**src/rtl/ratio_upd_if.sv**
```systemverilog
// ratio_upd_if: config request and divider-facing update bus of ratio_upd_ctrl.
interface ratio_upd_if #(parameter int RATIO_W = 10);
    logic [RATIO_W-1:0] cfg_ratio;
    logic               cfg_phase_track;
    logic               cfg_valid;
    logic               cfg_ready;
    logic [RATIO_W-1:0] ratio_out;
    logic               phase_track_out;
    logic               upd_req;
    logic               upd_ack;
    logic               busy;
    logic               done;
    logic               err_range;
    logic               err_timeout;

    modport slave (
        input  cfg_ratio, cfg_phase_track, cfg_valid, upd_ack,
        output cfg_ready, ratio_out, phase_track_out, upd_req, busy, done, err_range, err_timeout
    );

    modport master (
        output cfg_ratio, cfg_phase_track, cfg_valid, upd_ack,
        input  cfg_ready, ratio_out, phase_track_out, upd_req, busy, done, err_range, err_timeout
    );
endinterface

```
**src/rtl/ratio_upd_ctrl.sv**
```systemverilog
// ratio_upd_ctrl: sequences range-checked ratio changes into the divider over a 4-phase req/ack handshake.
module ratio_upd_ctrl #(
    parameter int                 RATIO_W     = 10,
    parameter int                 RATIO_MIN   = 2,
    parameter logic [RATIO_W-1:0] RESET_RATIO = RATIO_W'(4),
    parameter int                 SYNC_STAGES = 2,
    parameter int                 TIMEOUT     = 255
) (
    input  logic       clkin,
    input  logic       rstb,
    ratio_upd_if.slave bus
);
    typedef enum logic [2:0] {IDLE, SETUP, REQ, REL, DONE} state_t;

    localparam logic [7:0] TO = 8'(TIMEOUT);

    state_t                 state_q, state_d;
    logic [SYNC_STAGES-1:0] sync_q;
    logic [RATIO_W-1:0]     ratio_q, ratio_d;
    logic                   phase_q, phase_d;
    logic                   req_q, done_q, erange_q, eto_q;
    logic [7:0]             cnt_q, cnt_d;
    logic                   ack_s, accept, bad, noop, waiting, stay, to_hit;

    assign ack_s   = sync_q[SYNC_STAGES-1];
    assign accept  = bus.cfg_valid && bus.cfg_ready;
    assign bad     = bus.cfg_ratio < RATIO_W'(RATIO_MIN);
    assign noop    = bus.cfg_ratio == ratio_q && bus.cfg_phase_track == phase_q;
    assign waiting = state_q == REQ || state_q == REL;
    assign stay    = state_d == state_q;
    // Counter restarts on every state change, so each wait phase gets its own budget.
    assign cnt_d   = !stay ? 8'd0 : (waiting && cnt_q != TO) ? cnt_q + 8'd1 : cnt_q;
    assign to_hit  = waiting && stay && cnt_q == TO - 8'd1;

    always_comb begin
        state_d = state_q;
        ratio_d = ratio_q;
        phase_d = phase_q;
        case (state_q)
            IDLE:    if (accept && !bad && !noop) begin
                         state_d = SETUP;
                         ratio_d = bus.cfg_ratio;
                         phase_d = bus.cfg_phase_track;
                     end
            SETUP:   state_d = REQ;
            REQ:     if (ack_s) state_d = REL;
            REL:     if (!ack_s) state_d = DONE;
            DONE:    state_d = IDLE;
            default: state_d = IDLE;
        endcase
    end

    always_ff @(posedge clkin or negedge rstb) begin
        if (!rstb) begin
            state_q  <= IDLE;
            sync_q   <= '0;
            ratio_q  <= RESET_RATIO;
            phase_q  <= 1'b0;
            req_q    <= 1'b0;
            done_q   <= 1'b0;
            erange_q <= 1'b0;
            eto_q    <= 1'b0;
            cnt_q    <= 8'd0;
        end else begin
            state_q  <= state_d;
            sync_q   <= {sync_q[SYNC_STAGES-2:0], bus.upd_ack};
            ratio_q  <= ratio_d;
            phase_q  <= phase_d;
            req_q    <= state_d == REQ;
            done_q   <= state_d == DONE || (accept && !bad && noop);
            erange_q <= accept && bad;
            eto_q    <= to_hit;
            cnt_q    <= cnt_d;
        end
    end

    assign bus.cfg_ready       = state_q == IDLE && !ack_s;
    assign bus.ratio_out       = ratio_q;
    assign bus.phase_track_out = phase_q;
    assign bus.upd_req         = req_q;
    assign bus.busy            = state_q != IDLE;
    assign bus.done            = done_q;
    assign bus.err_range       = erange_q;
    assign bus.err_timeout     = eto_q;
endmodule

```
**src/flat_wrapper.sv**
```systemverilog
// flat-port wrapper written by rule: the top's interface ports become plain ports
module ratio_upd_ctrl_flat 
#(
    parameter int                 RATIO_W     = 10,
    parameter int                 RATIO_MIN   = 2,
    parameter logic [RATIO_W-1:0] RESET_RATIO = RATIO_W'(4),
    parameter int                 SYNC_STAGES = 2,
    parameter int                 TIMEOUT     = 255
)
  (clkin, rstb, bus_cfg_ratio, bus_cfg_phase_track, bus_cfg_valid, bus_upd_ack, bus_cfg_ready, bus_ratio_out, bus_phase_track_out, bus_upd_req, bus_busy, bus_done, bus_err_range, bus_err_timeout);
  ratio_upd_if #(.RATIO_W(RATIO_W)) bus_i ();
  input  logic clkin;
  input  logic rstb;
  input wire logic [$bits(bus_i.cfg_ratio)-1:0] bus_cfg_ratio;
  input wire logic [$bits(bus_i.cfg_phase_track)-1:0] bus_cfg_phase_track;
  input wire logic [$bits(bus_i.cfg_valid)-1:0] bus_cfg_valid;
  input wire logic [$bits(bus_i.upd_ack)-1:0] bus_upd_ack;
  output wire logic [$bits(bus_i.cfg_ready)-1:0] bus_cfg_ready;
  output wire logic [$bits(bus_i.ratio_out)-1:0] bus_ratio_out;
  output wire logic [$bits(bus_i.phase_track_out)-1:0] bus_phase_track_out;
  output wire logic [$bits(bus_i.upd_req)-1:0] bus_upd_req;
  output wire logic [$bits(bus_i.busy)-1:0] bus_busy;
  output wire logic [$bits(bus_i.done)-1:0] bus_done;
  output wire logic [$bits(bus_i.err_range)-1:0] bus_err_range;
  output wire logic [$bits(bus_i.err_timeout)-1:0] bus_err_timeout;
  assign bus_i.cfg_ratio = bus_cfg_ratio;
  assign bus_i.cfg_phase_track = bus_cfg_phase_track;
  assign bus_i.cfg_valid = bus_cfg_valid;
  assign bus_i.upd_ack = bus_upd_ack;
  assign bus_cfg_ready = bus_i.cfg_ready;
  assign bus_ratio_out = bus_i.ratio_out;
  assign bus_phase_track_out = bus_i.phase_track_out;
  assign bus_upd_req = bus_i.upd_req;
  assign bus_busy = bus_i.busy;
  assign bus_done = bus_i.done;
  assign bus_err_range = bus_i.err_range;
  assign bus_err_timeout = bus_i.err_timeout;
  ratio_upd_ctrl #(.RATIO_W(RATIO_W), .RATIO_MIN(RATIO_MIN), .RESET_RATIO(RESET_RATIO), .SYNC_STAGES(SYNC_STAGES), .TIMEOUT(TIMEOUT)) u_core (.clkin(clkin), .rstb(rstb), .bus(bus_i));
endmodule
```
**config.mk**
```make
export PLATFORM = sky130hd
export DESIGN_NAME = ratio_upd_ctrl_flat
export DESIGN_NICKNAME = d
export VERILOG_FILES = /design/src/rtl/ratio_upd_if.sv /design/src/rtl/ratio_upd_ctrl.sv /design/src/flat_wrapper.sv
export SDC_FILE = /design/constraint.sdc
export NUM_CORES = 1
export LEC_CHECK = 0
export ABC_AREA = 0
export CORE_MARGIN = 3
export CORE_UTILIZATION = 30
export DETAILED_ROUTE_END_ITERATION = 6
export PLACE_DENSITY = 0.62
export SKIP_LAST_GASP = 1
export SLEW_MARGIN = 20
export SYNTH_ARGS = -nofsm -noshare
export SYNTH_HDL_FRONTEND = slang
export SYNTH_SLANG_ARGS = --single-unit
```
**constraint.sdc**
```tcl
create_clock -name clkin -period 2.3 [get_ports clkin]
set_clock_uncertainty 0.2 [all_clocks]
set_input_delay 0.46 -clock clkin [delete_from_list [all_inputs] [get_ports clkin]]
set_output_delay 0.46 -clock clkin [all_outputs]
set_load 0.02 [all_outputs]
```
==> results of run 1 <==
==> synthesized netlist by cell type <==
cell       count
nor4b_4        1
dfrtp_1       27
or3_1          1
or2_2          1
nand2b_1       1
buf_2          1
nand3_1        4
o21bai_1       1
and2_1         1
mux2i_1        4
xor2_1        12
nand2_4        1
ha_1           2
nor4_1         2
nand4_1        3
a41oi_1        1
buf_6          2
o21ai_0        3
nor3b_1        1
clkbuf_1       1
nor4_4         1
nand2_1        7
nand4b_1       1
mux2_2        11
nor4_2         1
xnor2_1        2
dfstp_2        1
inv_1          3
nor2b_4        1
and3_1         1
a21oi_1        2
o21a_1         1
a2111oi_4      1
nor2b_1        1
nor2_1         6
nor3_1        11
==> cells by family (layout without fill, tap and decap cells) <==
kind of cell | after synthesis | after routing
and+or+nand+nor | 46 | 46
DFF | 28 | 28
muxes | 15 | 15
xor gates and xnor gates | 14 | 14
AOI/OAI and AO/OA | 9 | 9
buffers and inverters | 7 | 48
adders and majority gates | 2 | 2
==> flip-flops by register name, summed over array words and instances (netlist names) <==
register                    cells
u_core.sync_q                   2
u_core.bus.err_timeout          1
u_core.bus.upd_req              1
u_core.bus.phase_track_out      1
u_core.state_q                  3
u_core.bus.done                 1
u_core.cnt_q                    8
u_core.bus.ratio_out           10
u_core.bus.err_range            1
==> routing by layer <==
layer  part of all wire [%]  global-route usage [%]  vias up
met3                    5.3                    3.34        7
met5                      0                       0        -
met1                     42                    14.5      484
met2                     51                    21.8       28
li1                       -                       -      509
met4                    1.4                    4.15        0
==> power groups by stage <==
| stage | clock (mW) | sequential [mW] | combinational (mW) |
|---|---|---|---|
| global placement | 0 | 0.799 | 0.928 |
| finish | 0.306 | 0.796 | 0.941 |
| floorplan | 0 | 0.907 | 0.454 |
| CTS | 0.312 | 0.798 | 0.932 |
| global route | 0.342 | 0.820 | 1.02 |
| detailed placement | 0 | 0.807 | 0.937 |
==> path summary, 6_finish.rpt <==
check,from,endpoint,slack [ns]
max in group asynchronous,rstb,u_core.bus.ratio_out[2]$_DFFE_PN1P_,1.23
worst min register to register,u_core.sync_q[0]$_DFF_PN0_,u_core.sync_q[1]$_DFF_PN0_,0.16
worst max-delay path,bus_cfg_ratio[6],u_core.bus.phase_track_out$_DFFE_PN0P_,0.12
min in group asynchronous,rstb,u_core.bus.err_timeout$_DFF_PN0_,0.37
worst max register to register,u_core.state_q[1]$_DFF_PN0_,u_core.bus.ratio_out[4]$_DFFE_PN0P_,0.33
worst min-delay path,u_core.sync_q[0]$_DFF_PN0_,u_core.sync_q[1]$_DFF_PN0_,0.16
==> area by class of cell <==
type	count	area share, %
tap	52	3.41
multi-input combinational	86	36.3
sequential	28	36.8
clock buffer	4	2.88
inverter	3	0.590
timing repair buffer	41	20.1
==> key figures, run 1 <==
Status
  • Status: completed

STA
  • Post-route minimum period: 2.18 ns
  • RSZ-0062 raised after global routing: no
  • Fin crit share: 94.9%
  • Final Slew Violations: 0
  • Least-Margin Pin Slew: 0.360 ns
  • Setup TNS: 0 ns
  • Hold Slack: 0.163 ns
  • Hold Vio Cnt, Final: 0
  • Max-slew headroom: 75.7%
  • F_max: 0.458 GHz
  • Fin worst setup slack: 0.117 ns
  • Final setup violating endpoints: 0

Power and ir drop
  • PwrDens: 1070 mW/mm^2
  • Switching Share: 38.1%
  • Comb pwr share: 46.1%
  • Clock share of power: 15.0%
  • Peak supply drop: 0.576 mV
  • P_leak: 0.786 nW
  • P_int: 1.27 mW
  • Sequential power share: 38.9%
  • Switching pwr: 777 uW
  • Power Total: 2.04 mW

Hold path
  • Worst Hold Depth: 0
  • HP Class: reg2reg

Final layout
  • Finished Cell Area: 0.00191 mm^2
  • Nets: 180
  • # diodes: 0
  • Multi-input combinational cell area: 693 um^2
  • Commonest non-fill, non-tap cell in the layout: clkdlybuf4s50_1
  • Fillcell total: 408
  • Post-route insts no fill: 214
  • Reg area: 702 um^2
  • Layout cells sized above 1: 22.2%
  • Util after Layout: 42.7%
  • Commonest cells after routing, fill and taps aside: clkdlybuf4s50_1, dfrtp_1, xor2_1, nor3_1, mux2_2
  • Synthesis-to-finish area growth: 34.1%

Logic synthesis
  • Synth Area in XOR/XNOR: 8.61%
  • Synth top area share: 47.5%
  • Largest cells by area after synthesis: dfrtp_1, mux2_2, xor2_1
  • YS warnings: 0
  • Synth Area in Adders: 1.76%
  • Sequential share of the synthesized area: 49.3%
  • Main combinational cell family by area after synthesis: simple AND/OR/NAND/NOR gates
  • Syn Nets: 138
  • Post-synthesis compound-gate area fraction: 5.36%
  • Synth Area in Simple Gates: 20.5%
  • Synth Area per Inst: 11.8 um^2
  • Synth cell types: 36
  • Largest area contributor in the netlist: dfrtp_1
  • Seq cells post-synth: 28
  • Cell Area, Synth: 0.00142 mm^2
  • Post-Syn Instances: 121
  • Post-synthesis mux area share: 11.5%

Worst setup path
  • Crit Path Class: in2reg
  • Worst path slowest cell: clkdlybuf4s50_1
  • Crit path depth: 7
  • CP top delay family: simple AND/OR/NAND/NOR gates
  • CP Buf/Inv Count: 2
  • Worst Setup End Kind: register
  • Critical path launch point type: primary input
  • Req. time, crit path: 2.26 ns
  • Worst R2R Path Depth: 6
  • Worst path cell trace: clkdlybuf4s50_1 > nor4_2 > nand3_1 > nor2b_4 > buf_4 > nand2_4 > mux2_2
  • Crit path arrival time: 2.15 ns
  • Crit path max fanout: 7
  • Biggest cell delay along the critical path: 0.47 ns

Place
  • Pre-CTS setup slack: -0.227 ns
  • DP Wirelength: 2320 um
  • PortBufs: 31
  • DP Area: 0.00184 mm^2
  • # placed instances: 210
  • RD Place Congestion: 0.853

CTS
  • CTS H-Tree Depth: 1
  • Clk root buf: clkbuf_8
  • Post-CTS sizing: 2
  • Setup bufs post-CTS: 0
  • Clock Sinks: 28
  • Clk_lat worst skew: 0.27 ns
  • Clk buf depth: 2
  • CTS tree: done
  • CTS Buf Count: 3
  • Clock-pin slew on the worst setup and hold paths: 0.10 ns
  • Hold Buf Count CTS: 0

Floorplanning
  • Core Area: 0.00447 mm^2
  • Initial Util: 31.8%
  • Row Count: 24
  • IO Count: 32
  • Die Area: 0.00561 mm^2
  • Die X: 74.9 um
  • Die H: 74.9 um

Drt
  • Detail Route Antenna Nets: 0
  • Detailed Route WL: 3000 um
  • Routed vias: 1028
  • Routed vias/inst: 4.80
  • Drt pass-1 iters: 4
  • Drt initial violations: 44
  • # DRC: 0
  • DR WL/cell: 14.0 um

GRT
  • Number of global-route vias before repair: 1126
  • Gr usage total: 12.4%
  • Total gr overflow: 0
  • Initial antenna violation count: 0
  • Largest net degree at the start of global routing: 29
  • First-pass GRT wire length: 5280 um

Run
  • Max Cap Viol: 0
No activity file was read; power rests on OpenSTA's default activity.
==> run 2: changes to the inputs <==
SKIP_CTS_REPAIR_TIMING = 1   (was not set)
==> run 2 against run 1 <==
Compared with the run above: fmax decreased by 0.38%; clock power barely moved; cell count did not move; worst hold slack barely moved; via count down 0.19%; combinational power increased by 0.6%; largest cell class unchanged; global-route usage is essentially flat; critical path depth did not move; clock-buffer cell count stayed put.
==> key figures, run 2 (synthesis results as in run 1) <==
Status
  • Status: completed (unchanged)

CTS
  • Clk_lat worst skew: 0.27 ns (about the same)
  • Clk root buf: clkbuf_8 (unchanged)
  • Clock Sinks: 28 (unchanged)
  • CTS tree: done (unchanged)
  • Clock-pin slew on the worst setup and hold paths: 0.09 ns (was 0.10 ns)
  • CTS Buf Count: 3 (unchanged)
  • Clk buf depth: 2 (unchanged)
  • CTS H-Tree Depth: 1 (unchanged)

Worst setup path
  • Biggest cell delay along the critical path: 0.47 ns (about the same)
  • Critical path launch point type: primary input (unchanged)
  • Crit path max fanout: 7 (unchanged)
  • Req. time, crit path: 2.26 ns (about the same)
  • R2r setup slk: 0.32 ns (was 0.33 ns)
  • Worst path slowest cell: clkdlybuf4s50_1 (unchanged)
  • Worst Setup End Kind: register (unchanged)
  • Worst path cell trace: clkdlybuf4s50_1 > nor4_2 > nand3_1 > nor2b_4 > buf_4 > nand2_4 > mux2_2 (unchanged)
  • CP Buf/Inv Count: 2 (unchanged)
  • Crit path arrival time: 2.15 ns (about the same)
  • CP top delay family: simple AND/OR/NAND/NOR gates (unchanged)
  • Crit Path Class: in2reg (unchanged)

Final layout
  • Layout cells sized above 1: 22.8% (was 22.2%)
  • Commonest cells after routing, fill and taps aside: clkdlybuf4s50_1, dfrtp_1, xor2_1, nor3_1, mux2_2 (unchanged)
  • Nets: 180 (unchanged)
  • # diodes: 0 (unchanged)
  • Post-route insts no fill: 214 (unchanged)
  • Fillcell total: 405 (was 408)
  • Synthesis-to-finish area growth: 34.7% (was 34.1%)
  • Max FFs per register: 10 (unchanged)
  • Finished Cell Area: 0.00192 mm^2 (was 0.00191 mm^2)
  • Commonest non-fill, non-tap cell in the layout: clkdlybuf4s50_1 (unchanged)
  • Util after Layout: 42.9% (was 42.7%)

Drt
  • Detailed Route WL: 3030 um (was 3000 um)
  • Detail Route Antenna Nets: 0 (unchanged)
  • Drt pass-1 iters: 4 (unchanged)
  • Drt initial violations: 38 (was 44)
  • Routed vias: 1026 (was 1028)
  • # DRC: 0 (unchanged)
  • Routed vias/inst: 4.79 (was 4.80)
  • DR WL/cell: 14.1 um (was 14.0 um)

Power and ir drop
  • P_leak: 0.802 nW (was 0.786 nW)
  • Peak supply drop: 0.575 mV (was 0.576 mV)
  • PwrDens: 1070 mW/mm^2 (about the same)

Hold path
  • HP Class: reg2reg (unchanged)

Floorplanning
  • Core Area: 0.00447 mm^2 (unchanged)
  • Die Area: 0.00561 mm^2 (unchanged)
  • Row Count: 24 (unchanged)
  • IO Count: 32 (unchanged)
  • Initial Util: 31.8% (unchanged)
  • Die H: 74.9 um (unchanged)
  • Die X: 74.9 um (unchanged)

STA
  • Hold Vio Cnt, Final: 0 (unchanged)
  • Final setup violating endpoints: 0 (unchanged)
  • Final Slew Violations: 0 (unchanged)
  • Hold Slack: 0.163 ns (about the same)
  • Post-route minimum period: 2.19 ns (was 2.18 ns)
  • Fin crit share: 95.3% (was 94.9%)
  • RSZ-0062 raised after global routing: no (unchanged)
  • F_max: 0.456 GHz (was 0.458 GHz)
  • Setup TNS: 0 ns (unchanged)
  • Max-slew headroom: 75.6% (was 75.7%)
  • Least-Margin Pin Slew: 0.363 ns (was 0.360 ns)

GRT
  • Number of global-route vias before repair: 1124 (was 1126)
  • Gr usage total: 12.3% (was 12.4%)
  • Initial antenna violation count: 0 (unchanged)
  • Largest net degree at the start of global routing: 29 (unchanged)
  • First-pass GRT wire length: 5260 um (was 5280 um)
  • Total gr overflow: 0 (unchanged)

Place
  • # placed instances: 210 (unchanged)
  • RD Place Congestion: 0.853 (unchanged)
  • DP Wirelength: 2320 um (unchanged)
  • DP Area: 0.00184 mm^2 (unchanged)
  • PortBufs: 31 (unchanged)

Run
  • Max Cap Viol: 0 (unchanged)
run 2: area by class of cell:
| class | count | area, um^2 | area share, % |
|---|---|---|---|
| Clock buffer | 4 | 55.1 | 2.87 |
| Sequential cell | 28 | 703 | 36.7 |
| Inverter | 3 | 11.3 | 0.587 |
| Tap cell | 52 | 65.1 | 3.39 |
| Timing Repair Buffer | 41 | 390 | 20.4 |
| Multi-Input combinational cell | 86 | 693 | 36.1 |
run 2: worst register-to-register path, cell delays in order (launching register included):
cell,delay [ns]
dfrtp_1,0.43
ha_1,0.23
nand3_1,0.16
nor3b_1,0.34
and3_1,0.22
mux2i_1,0.21
nor3_1,0.08
run 2: worst paths after layout:
check | start | cells after the start | end
max | bus_cfg_ratio[6] | 7 | u_core.bus.phase_track_out$_DFFE_PN0P_
min in group asynchronous | rstb | 2 | u_core.bus.err_timeout$_DFF_PN0_
min | u_core.sync_q[0]$_DFF_PN0_ | 0 | u_core.sync_q[1]$_DFF_PN0_
max reg2reg | u_core.cnt_q[1]$_DFFE_PN0P_ | 6 | u_core.cnt_q[6]$_DFFE_PN0P_
min reg2reg | u_core.sync_q[0]$_DFF_PN0_ | 0 | u_core.sync_q[1]$_DFF_PN0_
max in group asynchronous | rstb | 2 | u_core.bus.ratio_out[2]$_DFFE_PN1P_
run 2: power breakdown:
| part | switching (mW) | internal (mW) |
|---|---|---|
| clock | 0.151 | 0.153 |
| combinational | 0.471 | 0.476 |
| sequential | 0.153 | 0.646 |
run 2: metal layers:
metal | up-vias | part of all wire [%] | global-route usage (%)
met4 | 0 | 1.4 | 4.15
met2 | 28 | 51 | 21.8
met5 | - | 0 | 0
met1 | 482 | 42 | 14.4
met3 | 7 | 5.2 | 3.34
li1 | 509 | - | -
run 2: stage by stage:
stage / setup slack [ns] / power, mW
floorplan: 0.302 / 1.36
global placement: -0.202 / 1.73
detailed placement: -0.227 / 1.74
CTS: -0.0835 / 2.05
global route: 0.000914 / 2.19
finish: 0.108 / 2.05
==> run 3: changes to the inputs <==
DONT_BUFFER_PORTS = 1   (was not set)
PLACE_DENSITY = 0.54   (was 0.62)
==> run 3 against run 2 <==
Compared with the run above: worst hold slack worse by 0.038 ns; critical path type is now reg2reg; critical path depth down 2; fmax grew 3.3%; via count shrank 12%; die area stayed put; power fell by 9.7%; sequential power grew 20%; cell count decreased by 16%; clock-buffer cell count is 1 lower; first-iteration DRC count increased by 34%; clock power is 28% higher.
==> key figures, run 3 (synthesis results as in run 1) <==
Drt
  • Drt initial violations: 51 (was 38)
  • Routed vias: 906 (was 1026)
  • Routed vias/inst: 5.06 (was 4.79)
  • Detail Route Antenna Nets: 0 (unchanged)
  • # DRC: 0 (unchanged)
  • DR WL/cell: 15.0 um (was 14.1 um)
  • Drt pass-1 iters: 4 (unchanged)
  • Detailed Route WL: 2680 um (was 3030 um)

Final layout
  • Layout cells sized above 1: 22.8% (about the same)
  • Max FFs per register: 10 (unchanged)
  • Commonest cells after routing, fill and taps aside: dfrtp_1, xor2_1, nor3_1, mux2_2, nand2_1 (was clkdlybuf4s50_1, dfrtp_1, xor2_1, nor3_1, mux2_2)
  • Synthesis-to-finish area growth: 12.7% (was 34.7%)
  • Commonest non-fill, non-tap cell in the layout: dfrtp_1 (was clkdlybuf4s50_1)
  • Nets: 145 (was 180)
  • Fillcell total: 445 (was 405)
  • # diodes: 0 (unchanged)
  • Util after Layout: 35.9% (was 42.9%)

STA
  • Post-route minimum period: 2.12 ns (was 2.19 ns)
  • Max-slew headroom: 69.3% (was 75.6%)
  • Least-Margin Pin Slew: 0.460 ns (was 0.363 ns)
  • Final setup violating endpoints: 0 (unchanged)
  • Hold Vio Cnt, Final: 0 (unchanged)
  • Final Slew Violations: 0 (unchanged)
  • Setup TNS: 0 ns (unchanged)
  • F_max: 0.471 GHz (was 0.456 GHz)
  • RSZ-0062 raised after global routing: no (unchanged)
  • Fin crit share: 92.3% (was 95.3%)

Worst setup path
  • Crit Path Class: reg2reg (was in2reg)
  • R2r setup slk: 0.18 ns (was 0.32 ns)
  • Critical path launch point type: register (was primary input)
  • Req. time, crit path: 2.27 ns (was 2.26 ns)
  • Reg-to-Reg Start: u_core.bus.ratio_out[5]$_DFFE_PN0P_ (was u_core.cnt_q[1]$_DFFE_PN0P_)
  • Worst setup path end: u_core.cnt_q[3]$_DFFE_PN0P_ (was u_core.bus.phase_track_out$_DFFE_PN0P_)
  • Worst Setup End Kind: register (unchanged)
  • Crit path arrival time: 2.09 ns (was 2.15 ns)
  • Worst R2R Path Depth: 5 (was 6)
  • Worst R2R End: u_core.cnt_q[3]$_DFFE_PN0P_ (was u_core.cnt_q[6]$_DFFE_PN0P_)
  • Crit path from: u_core.bus.ratio_out[5]$_DFFE_PN0P_ (was bus_cfg_ratio[6])
  • Crit path max fanout: 9 (was 7)

Run
  • Max Cap Viol: 0 (unchanged)

Status
  • Status: completed (unchanged)

GRT
  • Initial antenna violation count: 0 (unchanged)
  • Total gr overflow: 0 (unchanged)
  • Number of global-route vias before repair: 969 (was 1124)
  • Largest net degree at the start of global routing: 29 (unchanged)
  • Gr usage total: 10.2% (was 12.3%)
  • First-pass GRT wire length: 4470 um (was 5260 um)

Hold path
  • Worst Hold Depth: 1 (was 0)
  • Hold Startpoint: bus_cfg_ratio[7] (was u_core.sync_q[0]$_DFF_PN0_)
  • HP Class: in2reg (was reg2reg)

Power and ir drop
  • Clock share of power: 21.1% (was 14.9%)
  • Switching pwr: 732 uW (was 776 uW)
  • Comb pwr share: 27.1% (was 46.2%)
  • Switching Share: 39.5% (was 37.8%)
  • P_int: 1.12 mW (was 1.27 mW)
  • Peak supply drop: 0.496 mV (was 0.575 mV)
  • PwrDens: 1150 mW/mm^2 (was 1070 mW/mm^2)
  • P_leak: 0.656 nW (was 0.802 nW)
  • Sequential power share: 51.8% (was 39.0%)

Place
  • RD Place Congestion: 0.783 (was 0.853)
  • DP Wirelength: 2040 um (was 2320 um)
  • PortBufs: 0 (was 31)

CTS
  • Clock Sinks: 28 (unchanged)
  • CTS H-Tree Depth: 1 (unchanged)
  • Clk_lat worst skew: 0.27 ns (about the same)
  • Clock-pin slew on the worst setup and hold paths: 0.10 ns (was 0.09 ns)
  • CTS tree: done (unchanged)
  • Clk buf depth: 2 (unchanged)
  • Clk root buf: clkbuf_8 (unchanged)
  • CTS Buf Count: 3 (unchanged)

Floorplanning
  • Initial Util: 31.8% (unchanged)
  • Row Count: 24 (unchanged)
  • Core Area: 0.00447 mm^2 (unchanged)
  • Die X: 74.9 um (unchanged)
  • IO Count: 32 (unchanged)
  • Die Area: 0.00561 mm^2 (unchanged)
  • Die H: 74.9 um (unchanged)
## run 3: cell types whose count changed in the layout (fill, tap and decap cells not counted), sizes merged
cell and delta:
clkdlybuf4s50 -29, buf -6, dlygate4sd3 +2, dlymetal6s2s -2, bufinv +1, clkbuf -1
## run 3: layout make-up
cell class | instances | area, um^2 | share of cell area (%)
sequential | 28 | 702 | 43.8
inverter | 3 | 11.3 | 0.702
clock buffer | 3 | 41.3 | 2.57
tap | 52 | 65.1 | 4.06
clock inverter | 1 | 30.0 | 1.87
timing repair buffer | 6 | 62.6 | 3.90
multi-input combinational | 86 | 692 | 43.1
## run 3: worst min-delay path by stage
stage | end | slack, ns
CTS | u_core.bus.phase_track_out$_DFFE_PN0P_ | -0.35
finish | u_core.bus.ratio_out[7]$_DFFE_PN0P_ | 0.12
global route | u_core.bus.ratio_out[1]$_DFFE_PN0P_ | 0.10
detailed placement | u_core.cnt_q[5]$_DFFE_PN0P_ | -0.03
floorplan | u_core.bus.done$_DFF_PN0_ | -0.04
global placement | u_core.cnt_q[0]$_DFFE_PN0P_ | -0.03
## run 3: stage by stage
stage          total power [mW]  worst slack (ns)  std cells  hold WS, ns  area (um^2)
3_3_place_gp               1.43             0.141        172      -0.0342         1480
6_report                   1.85             0.178        179        0.125         1600
3_5_place_dp               1.45            0.0698        172      -0.0340         1480
2_1_floorplan              1.36             0.302        121      -0.0356         1420
4_1_cts                    1.84            0.0207        176       -0.347         1550
5_1_grt                    1.97            0.0514        179        0.104         1600
## run 3: per-layer routing
layer	vias to the layer above	track usage [%]	share of wire [%]
li1	437	-	-
met1	442	12.9	43
met2	27	16.5	48
met3	0	5.34	9.1
met4	0	0.593	0
met5	-	0	0
## run 3: worst max-delay path, stage by stage (launching register included)
cell	delay [ns]
dfrtp_1	0.49
xor2_1	0.19
nor4_2	0.37
nand4_1	0.14
o21a_1	0.28
a2111oi_4	0.33
## run 3: power groups by stage
stage                     registers [mW]  clock network, mW  logic [mW]
after global placement             0.970                  0       0.464
after floorplan                    0.907                  0       0.454
final                              0.960              0.390       0.502
after global routing               0.990              0.425       0.559
after CTS                          0.965              0.402       0.475
after detailed placement           0.975                  0       0.473
